$ cat src/rtl/gng_pkg.sv
// Shared definitions for the Gaussian noise generator datapath.
//   GNG_SAMPLE_W : sample width in bits
//   GNG_FRAC_W   : fractional bits of the s<16,11> sample format
//   gng_sample_t : signed sample type
package gng_pkg;

   localparam int GNG_SAMPLE_W = 16;
   localparam int GNG_FRAC_W   = 11;

   typedef logic signed [GNG_SAMPLE_W-1:0] gng_sample_t;

endpackage

$ cat src/rtl/gng_out_buf_mem.sv
// Sample storage for gng_out_buf: DEPTH x GNG_SAMPLE_W simple dual-port array.
// The write is synchronous. The read is combinational, so the output register
// can load the buffer head on the same edge that it is popped.
//   clk   : system clock
//   we    : write enable
//   waddr : write address
//   wdata : write data
//   raddr : read address
//   rdata : read data at raddr (combinational)
module gng_out_buf_mem
   import gng_pkg::*;
#(
   parameter int DEPTH = 16,
   parameter int AW    = $clog2(DEPTH)
) (
   input  logic                    clk,
   input  logic                    we,
   input  logic [AW-1:0]           waddr,
   input  logic [GNG_SAMPLE_W-1:0] wdata,
   input  logic [AW-1:0]           raddr,
   output logic [GNG_SAMPLE_W-1:0] rdata
);

   gng_sample_t mem [DEPTH];

   always_ff @(posedge clk) begin
      if (we) mem[waddr] <= wdata;
   end

   assign rdata = mem[raddr];

endmodule

$ cat src/rtl/gng_out_buf.sv
// Output buffer for the Gaussian noise generator. It absorbs interpolator
// samples, which arrive on a bare valid strobe with no backpressure, and
// presents them to the consumer over a valid/ready handshake. Storage is a
// circular buffer followed by a show-ahead output register.
//
// Optional feature macro: GNG_OUT_BUF_STATS_EN adds the drop_cnt port.
//
//   clk         : system clock
//   rstn        : asynchronous active-low reset
//   clear       : synchronous flush (highest priority)
//   valid_in    : input sample strobe
//   data_in     : input sample, s<16,11>
//   valid_out   : output sample valid
//   ready_out   : consumer ready
//   data_out    : output sample, s<16,11>; holds its last value while idle
//   level       : samples held, including the output register
//   almost_full : level >= AFULL_TH
//   overflow    : sticky, set when a sample was dropped
//   drop_cnt    : saturating dropped-sample count (GNG_OUT_BUF_STATS_EN only)
module gng_out_buf
   import gng_pkg::*;
#(
   parameter int DEPTH    = 16,
   parameter int AFULL_TH = 12
) (
   input  logic                    clk,
   input  logic                    rstn,
   input  logic                    clear,
   input  logic                    valid_in,
   input  logic [GNG_SAMPLE_W-1:0] data_in,
   output logic                    valid_out,
   input  logic                    ready_out,
   output logic [GNG_SAMPLE_W-1:0] data_out,
   output logic [$clog2(DEPTH):0]  level,
   output logic                    almost_full,
   output logic                    overflow
`ifdef GNG_OUT_BUF_STATS_EN
   ,
   output logic [15:0]             drop_cnt
`endif
);

   localparam int AW = $clog2(DEPTH);
   localparam int LW = AW + 1;
   localparam logic [LW-1:0] LVL_FULL = LW'(DEPTH);
   localparam logic [LW-1:0] LVL_AF   = LW'(AFULL_TH);

   logic [AW-1:0]           wr_ptr;
   logic [AW-1:0]           rd_ptr;
   logic [LW-1:0]           buf_cnt;
   logic [LW-1:0]           level_nxt;
   logic [GNG_SAMPLE_W-1:0] mem_rdata;

   logic pop;
   logic push;
   logic drop;
   logic at_full;
   logic out_free;
   logic buf_empty;
   logic buf_rd;
   logic buf_wr;
   logic bypass;

   always_comb begin
      pop       = valid_out & ready_out;
      at_full   = (level == LVL_FULL);
      push      = valid_in & ~clear & (~at_full | pop);
      drop      = valid_in & ~clear & at_full & ~pop;
      // The output register takes a new sample whenever it is empty or popped.
      out_free  = ~valid_out | pop;
      buf_empty = (buf_cnt == '0);
      buf_rd    = out_free & ~buf_empty;
      // With nothing queued behind it, a free output register takes the
      // incoming sample directly so an empty buffer has one-edge latency.
      bypass    = out_free & buf_empty & push;
      buf_wr    = push & ~bypass;
      level_nxt = level + LW'(push) - LW'(pop);
   end

   gng_out_buf_mem #(
      .DEPTH (DEPTH),
      .AW    (AW)
   ) u_mem (
      .clk   (clk),
      .we    (buf_wr),
      .waddr (wr_ptr),
      .wdata (data_in),
      .raddr (rd_ptr),
      .rdata (mem_rdata)
   );

   always_ff @(posedge clk or negedge rstn) begin
      if (!rstn) begin
         wr_ptr      <= '0;
         rd_ptr      <= '0;
         buf_cnt     <= '0;
         level       <= '0;
         almost_full <= 1'b0;
         valid_out   <= 1'b0;
         data_out    <= '0;
         overflow    <= 1'b0;
      end else if (clear) begin
         // data_out is left alone: it simply holds while valid_out is low.
         wr_ptr      <= '0;
         rd_ptr      <= '0;
         buf_cnt     <= '0;
         level       <= '0;
         almost_full <= 1'b0;
         valid_out   <= 1'b0;
         overflow    <= 1'b0;
      end else begin
         if (buf_wr) wr_ptr <= wr_ptr + 1'b1;
         if (buf_rd) rd_ptr <= rd_ptr + 1'b1;
         buf_cnt     <= buf_cnt + LW'(buf_wr) - LW'(buf_rd);
         level       <= level_nxt;
         almost_full <= (level_nxt >= LVL_AF);
         if (out_free) begin
            if (buf_rd) begin
               valid_out <= 1'b1;
               data_out  <= mem_rdata;
            end else if (push) begin
               valid_out <= 1'b1;
               data_out  <= data_in;
            end else begin
               valid_out <= 1'b0;
            end
         end
         if (drop) overflow <= 1'b1;
      end
   end

`ifdef GNG_OUT_BUF_STATS_EN
   always_ff @(posedge clk or negedge rstn) begin
      if (!rstn) begin
         drop_cnt <= '0;
      end else if (clear) begin
         drop_cnt <= '0;
      end else if (drop && drop_cnt != 16'hFFFF) begin
         drop_cnt <= drop_cnt + 16'd1;
      end
   end
`endif

endmodule

$ cat config.mk
export PLATFORM = sky130hd
export DESIGN_NAME = gng_out_buf
export DESIGN_NICKNAME = d
export VERILOG_FILES = /design/src/rtl/gng_pkg.sv /design/src/rtl/gng_out_buf_mem.sv /design/src/rtl/gng_out_buf.sv
export SDC_FILE = /design/constraint.sdc
export NUM_CORES = 1
export LEC_CHECK = 0
export CELL_PAD_IN_SITES_DETAIL_PLACEMENT = 1
export CELL_PAD_IN_SITES_GLOBAL_PLACEMENT = 1
export CORE_MARGIN = 8
export CORE_UTILIZATION = 57
export CTS_BUF_LIST = sky130_fd_sc_hd__clkbuf_2
export DETAILED_ROUTE_END_ITERATION = 8
export MAX_ROUTING_LAYER = met4
export PLACE_DENSITY_LB_ADDON = 0.2
export RECOVER_POWER = 50
export SYNTH_ARGS = -nofsm -noshare
export SYNTH_HDL_FRONTEND = slang
export SYNTH_SLANG_ARGS = --single-unit
$ cat constraint.sdc
create_clock -name clk -period 8.85 [get_ports clk]
set_input_delay 1.77 -clock clk [delete_from_list [all_inputs] [get_ports clk]]
set_output_delay 1.77 -clock clk [all_outputs]
set_load 0.01 [all_outputs]
==> results of run 1 <==
critical path: stages:
cell	delay [ps]
dlygate4sd3_1	560
and2_0	210
o21ai_0	220
nor2_1	390
inv_1	240
ha_1	330
inv_1	50
ha_1	210
fa_1	450
a21oi_1	160
nor2_1	60
nor2_1	170
xnor2_1	170
nor2_1	60
cell families after synthesis:
family | Yosys count | synth area share (%)
AO/OA/AOI/OAI | 65 | 4.126
XOR/XNOR | 12 | 0.8864
adder cells (fa/ha/maj) | 19 | 2.131
buffers and inverters | 48 | 1.941
flip-flops | 293 | 72.64
multiplexers | 96 | 13.31
AND/OR/NAND/NOR | 115 | 4.970
metal layers:
layer / vias up / wire, um
met1: 3368 / 11530
met5: - / 0
met4: 0 / 912
li1: 2801 / -
met2: 302 / 14970
met3: 70 / 1781
area by class of cell:
cell class / count / area (um2)
well taps: 270 / 337.8
inverters: 13 / 48.80
fillers: 1844 / 7119
multi-input cells: 307 / 3018
diodes: 1 / 2.502
repair buffers: 54 / 509.2
clock buffers: 109 / 545.5
clock inverters: 25 / 100.1
flip-flops and latches: 293 / 8618
Yosys cell counts, drive strengths merged (2+ instances only):
cell type / n / share of area, %
a21o: 2 / 0.13
a21oi: 10 / 0.42
nor3b: 3 / 0.19
xor2: 3 / 0.22
mux2i: 35 / 3.0
a22oi: 3 / 0.19
nor2: 55 / 1.8
nand2: 7 / 0.22
mux4: 48 / 9.1
xnor2: 9 / 0.66
inv: 13 / 0.41
dfrtp: 37 / 7.8
mux2: 13 / 1.2
edfxtp: 256 / 65
ha: 17 / 1.8
o21ai: 4 / 0.17
a211oi: 16 / 1.0
nor2b: 7 / 0.37
a311oi: 3 / 0.22
a221oi: 26 / 1.9
clkbuf: 21 / 0.66
nand2b: 16 / 0.84
buf: 14 / 0.87
fa: 2 / 0.34
and2: 13 / 0.69
and4: 5 / 0.37
nor3: 3 / 0.13
path summary, 6_finish.rpt:
check | to | cells past startpoint
setup / recovery | buf_cnt[4]$_DFF_PN0_ | 14
hold / removal | overflow$_DFFE_PN0P_ | 2
setup reg to reg | buf_cnt[4]$_DFF_PN0_ | 15
hold reg to reg | overflow$_DFFE_PN0P_ | 2
max in group asynchronous | rd_ptr[0]$_DFFE_PN0P_ | 1
min in group asynchronous | data_out[15]$_DFFE_PN0P_ | 1
power groups by stage:
stage / Sequential, mW / Combinational [mW] / Clock, mW
after floorplan: 1.67 / 0.710 / 0
after global placement: 1.72 / 0.977 / 0
after detailed placement: 1.73 / 1.01 / 0
after CTS: 1.70 / 1.03 / 0.905
after global routing: 1.71 / 1.09 / 0.969
final: 1.69 / 1.02 / 0.889
registers in the layout (all words and copies together), names as in the netlist:
signal and flops:
almost_full 1, buf_cnt 5, data_out 16, level 5, overflow 1, rd_ptr 4
u_mem.mem 256, valid_out 1, wr_ptr 4
through the flow:
step / power, mW / hold slack [ps] / worst slack, ps / cell area [um2] / utilization (%)
after floorplan: 2.383 / 526.4 / 4915 / 11860 / -
after global placement: 2.694 / 493.0 / 4171 / 12530 / 61.74
after detailed placement: 2.740 / 531.3 / 4030 / 12530 / 61.74
after CTS: 3.633 / 560.6 / 4796 / 13180 / 64.92
after global routing: 3.772 / 595.0 / 4342 / 13180 / 64.93
final: 3.600 / 558.0 / 4501 / 13180 / 64.93
==> impl_metrics.py, run 1 <==
metrics = {
    "global_routing": {
        "met2_usage_pct": 38.89,
        "grt_use_met3_pct": 5.013,
        "grt_pass1_wl_mm": 44.31,
        "grt_util_met1_pct": 27.60,
        "grt_usage_pct": 23.70,
        "grt-ovfl-total": 0,
        "grt_busiest_layer": "met2",
        "antenna_found_initial": 1,
        "grt_pass1_vias": 7356,
        "grt_max_degree": 50,
    },
    "placed_design": {
        "dp_hpwl_mm": 17.80,
        "dp_cells": 937,
        "gp_congestion": 0.7949,
        "numPortBuffers": 44,
    },
    "floorplanning": {
        "core-area_mm2": 0.02030,
        "die_w_um": 160.2,
        "num_rows": 52,
        "die_h_um": 160.2,
        "dieArea_mm2": 0.02567,
        "io_pins": 45,
        "start_util_pct": 58.41,
    },
    "synth": {
        "synth_edf_count": 256,
        "ys_seq_elements": 293,
        "yosysSeqAreaShare_pct": 72.64,
        "syn_area_mm2": 0.01186,
        "yosys_warnings": 0,
        "synth_cells": 648,
        "synth_ff_type": "edfxtp_1",
        "syn_nets": 688,
        "avgSynthCellArea_um2": 18.30,
        "ys_types": 40,
        "async_flop_share_pct": 12.63,
    },
    "power_and_ir_drop": {
        "max-vdd-ir-drop_mv": 0.1215,
        "p_per_area_mw_per_mm2": 273.2,
        "pwr-share-seq_pct": 47.0,
        "p_switching_mw": 1.190,
        "p_leak_nw": 4.481,
        "swShare_pct": 33.06,
        "p_clk_share_pct": 24.7,
        "p_int_mw": 2.410,
        "combPwrFrac_pct": 28.3,
    },
    "timing": {
        "fin_skew_ps": 84.25,
        "rsz0062_at_grt": "false",
        "worst_pin_slew_ps": 2406,
        "fin_setup_tns_ps": 0,
        "post-route-period-util_pct": 49.14,
        "min_period_ps": 4349,
        "slew_violations": 38,
        "hold_viol": 0,
        "setup_viol": 0,
        "max_freq_ghz": 0.2299,
        "max_slew_margin_pct": -60.42,
    },
    "cts": {
        "clockBufferDepth": 3,
        "cts_resized": 0,
        "cts.sinks": 293,
        "ctsHoldBuffers": 0,
        "cts_tree": "done",
        "postCtsSetupBuffers": 0,
        "numCtsBuffers": 75,
        "clk_pin_slew_worst_paths_ps": 100,
        "clkLatencyLatePin_ps": 870,
        "clock-root-buffer": "clkbuf_2",
        "htreeDepth": 3,
    },
    "setup_path": {
        "crit_required_ps": 9550,
        "worst_setup_path_start_kind": "input pin",
        "worstPathMaxFanout": 7,
        "end_kind": "flop",
        "arrival_ps": 5050,
        "rrSetupSlack_ps": 4780,
        "critical_path.startpoint": "ready_out",
        "criticalPathCategory": "input pin to flop",
        "r2r-start": "buf_cnt[2]$_DFF_PN0_",
    },
    "drt": {
        "finalWirelength_mm": 29.20,
        "drt_iter0_markers": 473,
        "dr.pass1.iters": 5,
        "vias_per_cell": 6.102,
        "dr_total_vias": 6541,
        "remaining_drc_errors": 0,
        "wire_per_inst_um": 27.23,
        "ant_nets": 0,
    },
    "finish": {
        "final_cells": 1072,
        "drive_gt1_share_pct": 23.97,
        "layout.nets": 784,
        "mostFrequentLayoutCells": "edfxtp_1 (256), clkbuf_2 (109), nor2_1 (54)",
        "area_growth_pct": 11.15,
        "final_common_cell": "edfxtp_1",
    },
    "worst_hold_path": {
        "hold_start": "overflow$_DFFE_PN0P_",
        "hp-class": "flop to flop",
    },
    "status": {
        "status": "finished with violations",
        "violations": "max-capacitance violations, max-slew violations",
    },
    "job": {
        "drv_cap": 1,
    },
}
(Power assumes the default switching activity.)
==> run 2, diff against run 1 <==
--- a/config.mk
+++ b/config.mk
@@ -8,7 +8,7 @@
 export CELL_PAD_IN_SITES_DETAIL_PLACEMENT = 1
 export CELL_PAD_IN_SITES_GLOBAL_PLACEMENT = 1
 export CORE_MARGIN = 8
-export CORE_UTILIZATION = 57
+export CORE_UTILIZATION = 50
 export CTS_BUF_LIST = sky130_fd_sc_hd__clkbuf_2
 export DETAILED_ROUTE_END_ITERATION = 8
 export MAX_ROUTING_LAYER = met4
==> constraint.sdc (replaced) <==
create_clock -name clk -period 3.5 [get_ports clk]
set_input_delay 0.7 -clock clk [delete_from_list [all_inputs] [get_ports clk]]
set_output_delay 0.7 -clock clk [all_outputs]
set_load 0.01 [all_outputs]
==> impl_metrics.py, run 2 (synthesis gave the netlist of run 1 again) <==
metrics = {
    "setup_path": {
        "crit_chain": "inv_1 -> ha_1 -> or4b_1 -> nor2_1 -> nor2_1 -> inv_1 -> ha_1 -> inv_1 -> ha_1 -> fa_1 -> a21oi_1 -> nor2_1 -> nor2_1 -> xnor2_1 -> nor2_1",
        "worstPathMaxFanout": 6,
        "rrSetupSlack_ps": 310,
        "r2r-start": "buf_cnt[2]$_DFF_PN0_",
        "rr_worst_depth": 15,
        "worst_setup_path_start_kind": "flop",
        "crit_required_ps": 4180,
        "end_kind": "flop",
        "crit_path_max_incr_delay_ps": 490,
        "r2r-end": "buf_cnt[4]$_DFF_PN0_",
        "arrival_ps": 3880,
        "crit_path_top_delay_cell": "or4b_1",
        "path_common_cell": "nor2_1",
        "criticalPathCategory": "flop to flop",
    },
    "floorplanning": {
        "num_rows": 56,
        "dieArea_mm2": 0.02890,
        "die_w_um": 170.0,
        "io_pins": 45,
        "start_util_pct": 50.67,
        "die_h_um": 170.0,
        "core-area_mm2": 0.02340,
    },
    "timing": {
        "post-route-period-util_pct": 91.28,
        "max_freq_ghz": 0.3130,
        "min_period_ps": 3195,
        "rsz0062_at_grt": "false",
        "fin_skew_ps": 60.12,
        "worst_pin_slew_ps": 2404,
        "max_slew_margin_pct": -60.26,
        "setup_viol": 0,
        "slew_violations": 38,
        "finalWorstSetupSlack_ps": 305.2,
        "hold_viol": 0,
    },
    "finish": {
        "fill_cells": 2200,
        "mostFrequentLayoutCells": "edfxtp_1 (256), clkbuf_2 (113), nor2_1 (55)",
        "top_register": "u_mem.mem",
        "reg_top3": "u_mem.mem x256, data_out x16",
        "final_cells": 1144,
        "final_common_cell": "edfxtp_1",
        "area_growth_pct": 13.35,
        "layout.nets": 809,
        "largest_reg_flops": 256,
        "drive_gt1_share_pct": 26.21,
    },
    "cts": {
        "htreeDepth": 3,
        "ctsHoldBuffers": 1,
        "cts_resized": 0,
        "postCtsSetupBuffers": 0,
        "clkLatencyLatePin_ps": 810,
        "cts.sinks": 293,
        "cts_tree": "done",
        "numCtsBuffers": 73,
        "clock-root-buffer": "clkbuf_2",
        "clk_pin_slew_worst_paths_ps": 100,
        "clockBufferDepth": 3,
    },
    "worst_hold_path": {
        "min_path_cells": 2,
        "hold_end": "overflow$_DFFE_PN0P_",
        "hold_start": "overflow$_DFFE_PN0P_",
        "hp-class": "flop to flop",
    },
    "global_routing": {
        "grt_use_met3_pct": 4.171,
        "grt_pass1_wl_mm": 42.23,
        "grt_max_degree": 38,
        "grt_usage_pct": 20.11,
        "grt_util_met1_pct": 24.65,
        "antenna_found_initial": 1,
        "met2_usage_pct": 32.54,
        "grt_busiest_layer": "met2",
        "grt_pass1_vias": 7406,
        "grt-ovfl-total": 0,
    },
    "power_and_ir_drop": {
        "p_switching_mw": 2.810,
        "swShare_pct": 31.36,
        "p_per_area_mw_per_mm2": 666.6,
        "max-vdd-ir-drop_mv": 0.3667,
        "pwr-share-seq_pct": 46.8,
        "p_int_mw": 6.150,
        "p_clk_share_pct": 24.0,
        "total_power_mw": 8.960,
        "combPwrFrac_pct": 29.2,
        "p_leak_nw": 4.620,
    },
    "drt": {
        "drt_iter0_markers": 487,
        "remaining_drc_errors": 0,
        "vias_per_cell": 5.615,
        "ant_nets": 0,
        "finalWirelength_mm": 27.15,
        "wire_per_inst_um": 23.74,
        "dr.pass1.iters": 4,
        "dr_total_vias": 6424,
    },
    "placed_design": {
        "place_ws_ps": -28.56,
        "gp_congestion": 0.7678,
        "dp_hpwl_mm": 16.32,
        "numPortBuffers": 44,
        "dp_cells": 1012,
    },
    "status": {
        "status": "finished with violations",
        "violations": "max-capacitance violations, max-slew violations",
    },
    "job": {
        "drv_cap": 1,
    },
}
[run 2: cell types whose count changed in the layout (fill, tap and decap cells not counted)]
cell	change
clkinv_2	-5
clkinv_1	-3
buf_4	+25
clkbuf_2	+4
buf_12	+1
nor2_1	+1
clkdlybuf4s50_1	+1
nor2_2	-1
[run 2: power by group through the flow]
stage	registers, mW	logic (mW)	clock network, mW
2_1_floorplan	4.23	1.80	0
3_3_place_gp	4.26	2.57	0
3_5_place_dp	4.28	2.66	0
4_1_cts	4.20	2.67	2.25
5_1_grt	4.23	2.87	2.40
6_report	4.19	2.61	2.15
[run 2: worst max-delay path by stage]
stage | from | endpoint
finish | buf_cnt[2]$_DFF_PN0_ | buf_cnt[4]$_DFF_PN0_
global route | buf_cnt[2]$_DFF_PN0_ | buf_cnt[4]$_DFF_PN0_
CTS | buf_cnt[2]$_DFF_PN0_ | buf_cnt[4]$_DFF_PN0_
detailed placement | ready_out | almost_full$_DFF_PN0_
global placement | ready_out | almost_full$_DFF_PN0_
floorplan | buf_cnt[3]$_DFF_PN0_ | buf_cnt[4]$_DFF_PN0_
[run 2: per-stage QoR]
stage | setup TNS [ps] | hold slack (ps) | area (um2) | util (%)
2_1_floorplan | 0 | 404.4 | 11860 | -
3_3_place_gp | 0 | 498.2 | 12800 | 54.70
3_5_place_dp | -28.56 | 500.8 | 12800 | 54.70
4_1_cts | 0 | 485.3 | 13440 | 57.44
5_1_grt | 0 | 531.9 | 13440 | 57.43
6_report | 0 | 516.6 | 13440 | 57.43
[run 2: worst max-delay path: cells and delay by family, from the launching register on]
| kind | cells | cell delay [ps] |
|---|---|---|
| XOR/XNOR | 1 | 140 |
| AO/OA/AOI/OAI | 1 | 180 |
| adder cells (fa/ha/maj) | 4 | 1000 |
| buffers and inverters | 3 | 320 |
| AND/OR/NAND/NOR | 6 | 1060 |
| flip-flops | 1 | 400 |
[run 2: per-layer routing]
layer	part of all wire, %	up-vias	wire [um]
met5	0	-	0
met4	2.5	0	680
met3	7.6	55	2073
met2	50	231	13560
met1	40	3289	10840
li1	-	2849	-
[run 2: cell type report]
type	instances	area, um2	area share, %
well taps	319	399.1	2.970
diodes	1	2.502	0.01862
clock inverters	17	63.81	0.4748
clock buffers	113	565.5	4.208
multi-input cells	307	3015	22.44
repair buffers	81	726.9	5.409
inverters	13	48.80	0.3631
flip-flops and latches	293	8618	64.12
==> run 3, diff against run 2 <==
--- a/config.mk
+++ b/config.mk
@@ -17,3 +17,4 @@
 export SYNTH_ARGS = -nofsm -noshare
 export SYNTH_HDL_FRONTEND = slang
 export SYNTH_SLANG_ARGS = --single-unit
+export TNS_END_PERCENT = 1
==> results of run 3 <==
The final DEF is identical to that of run 2; final timing and power are the same.
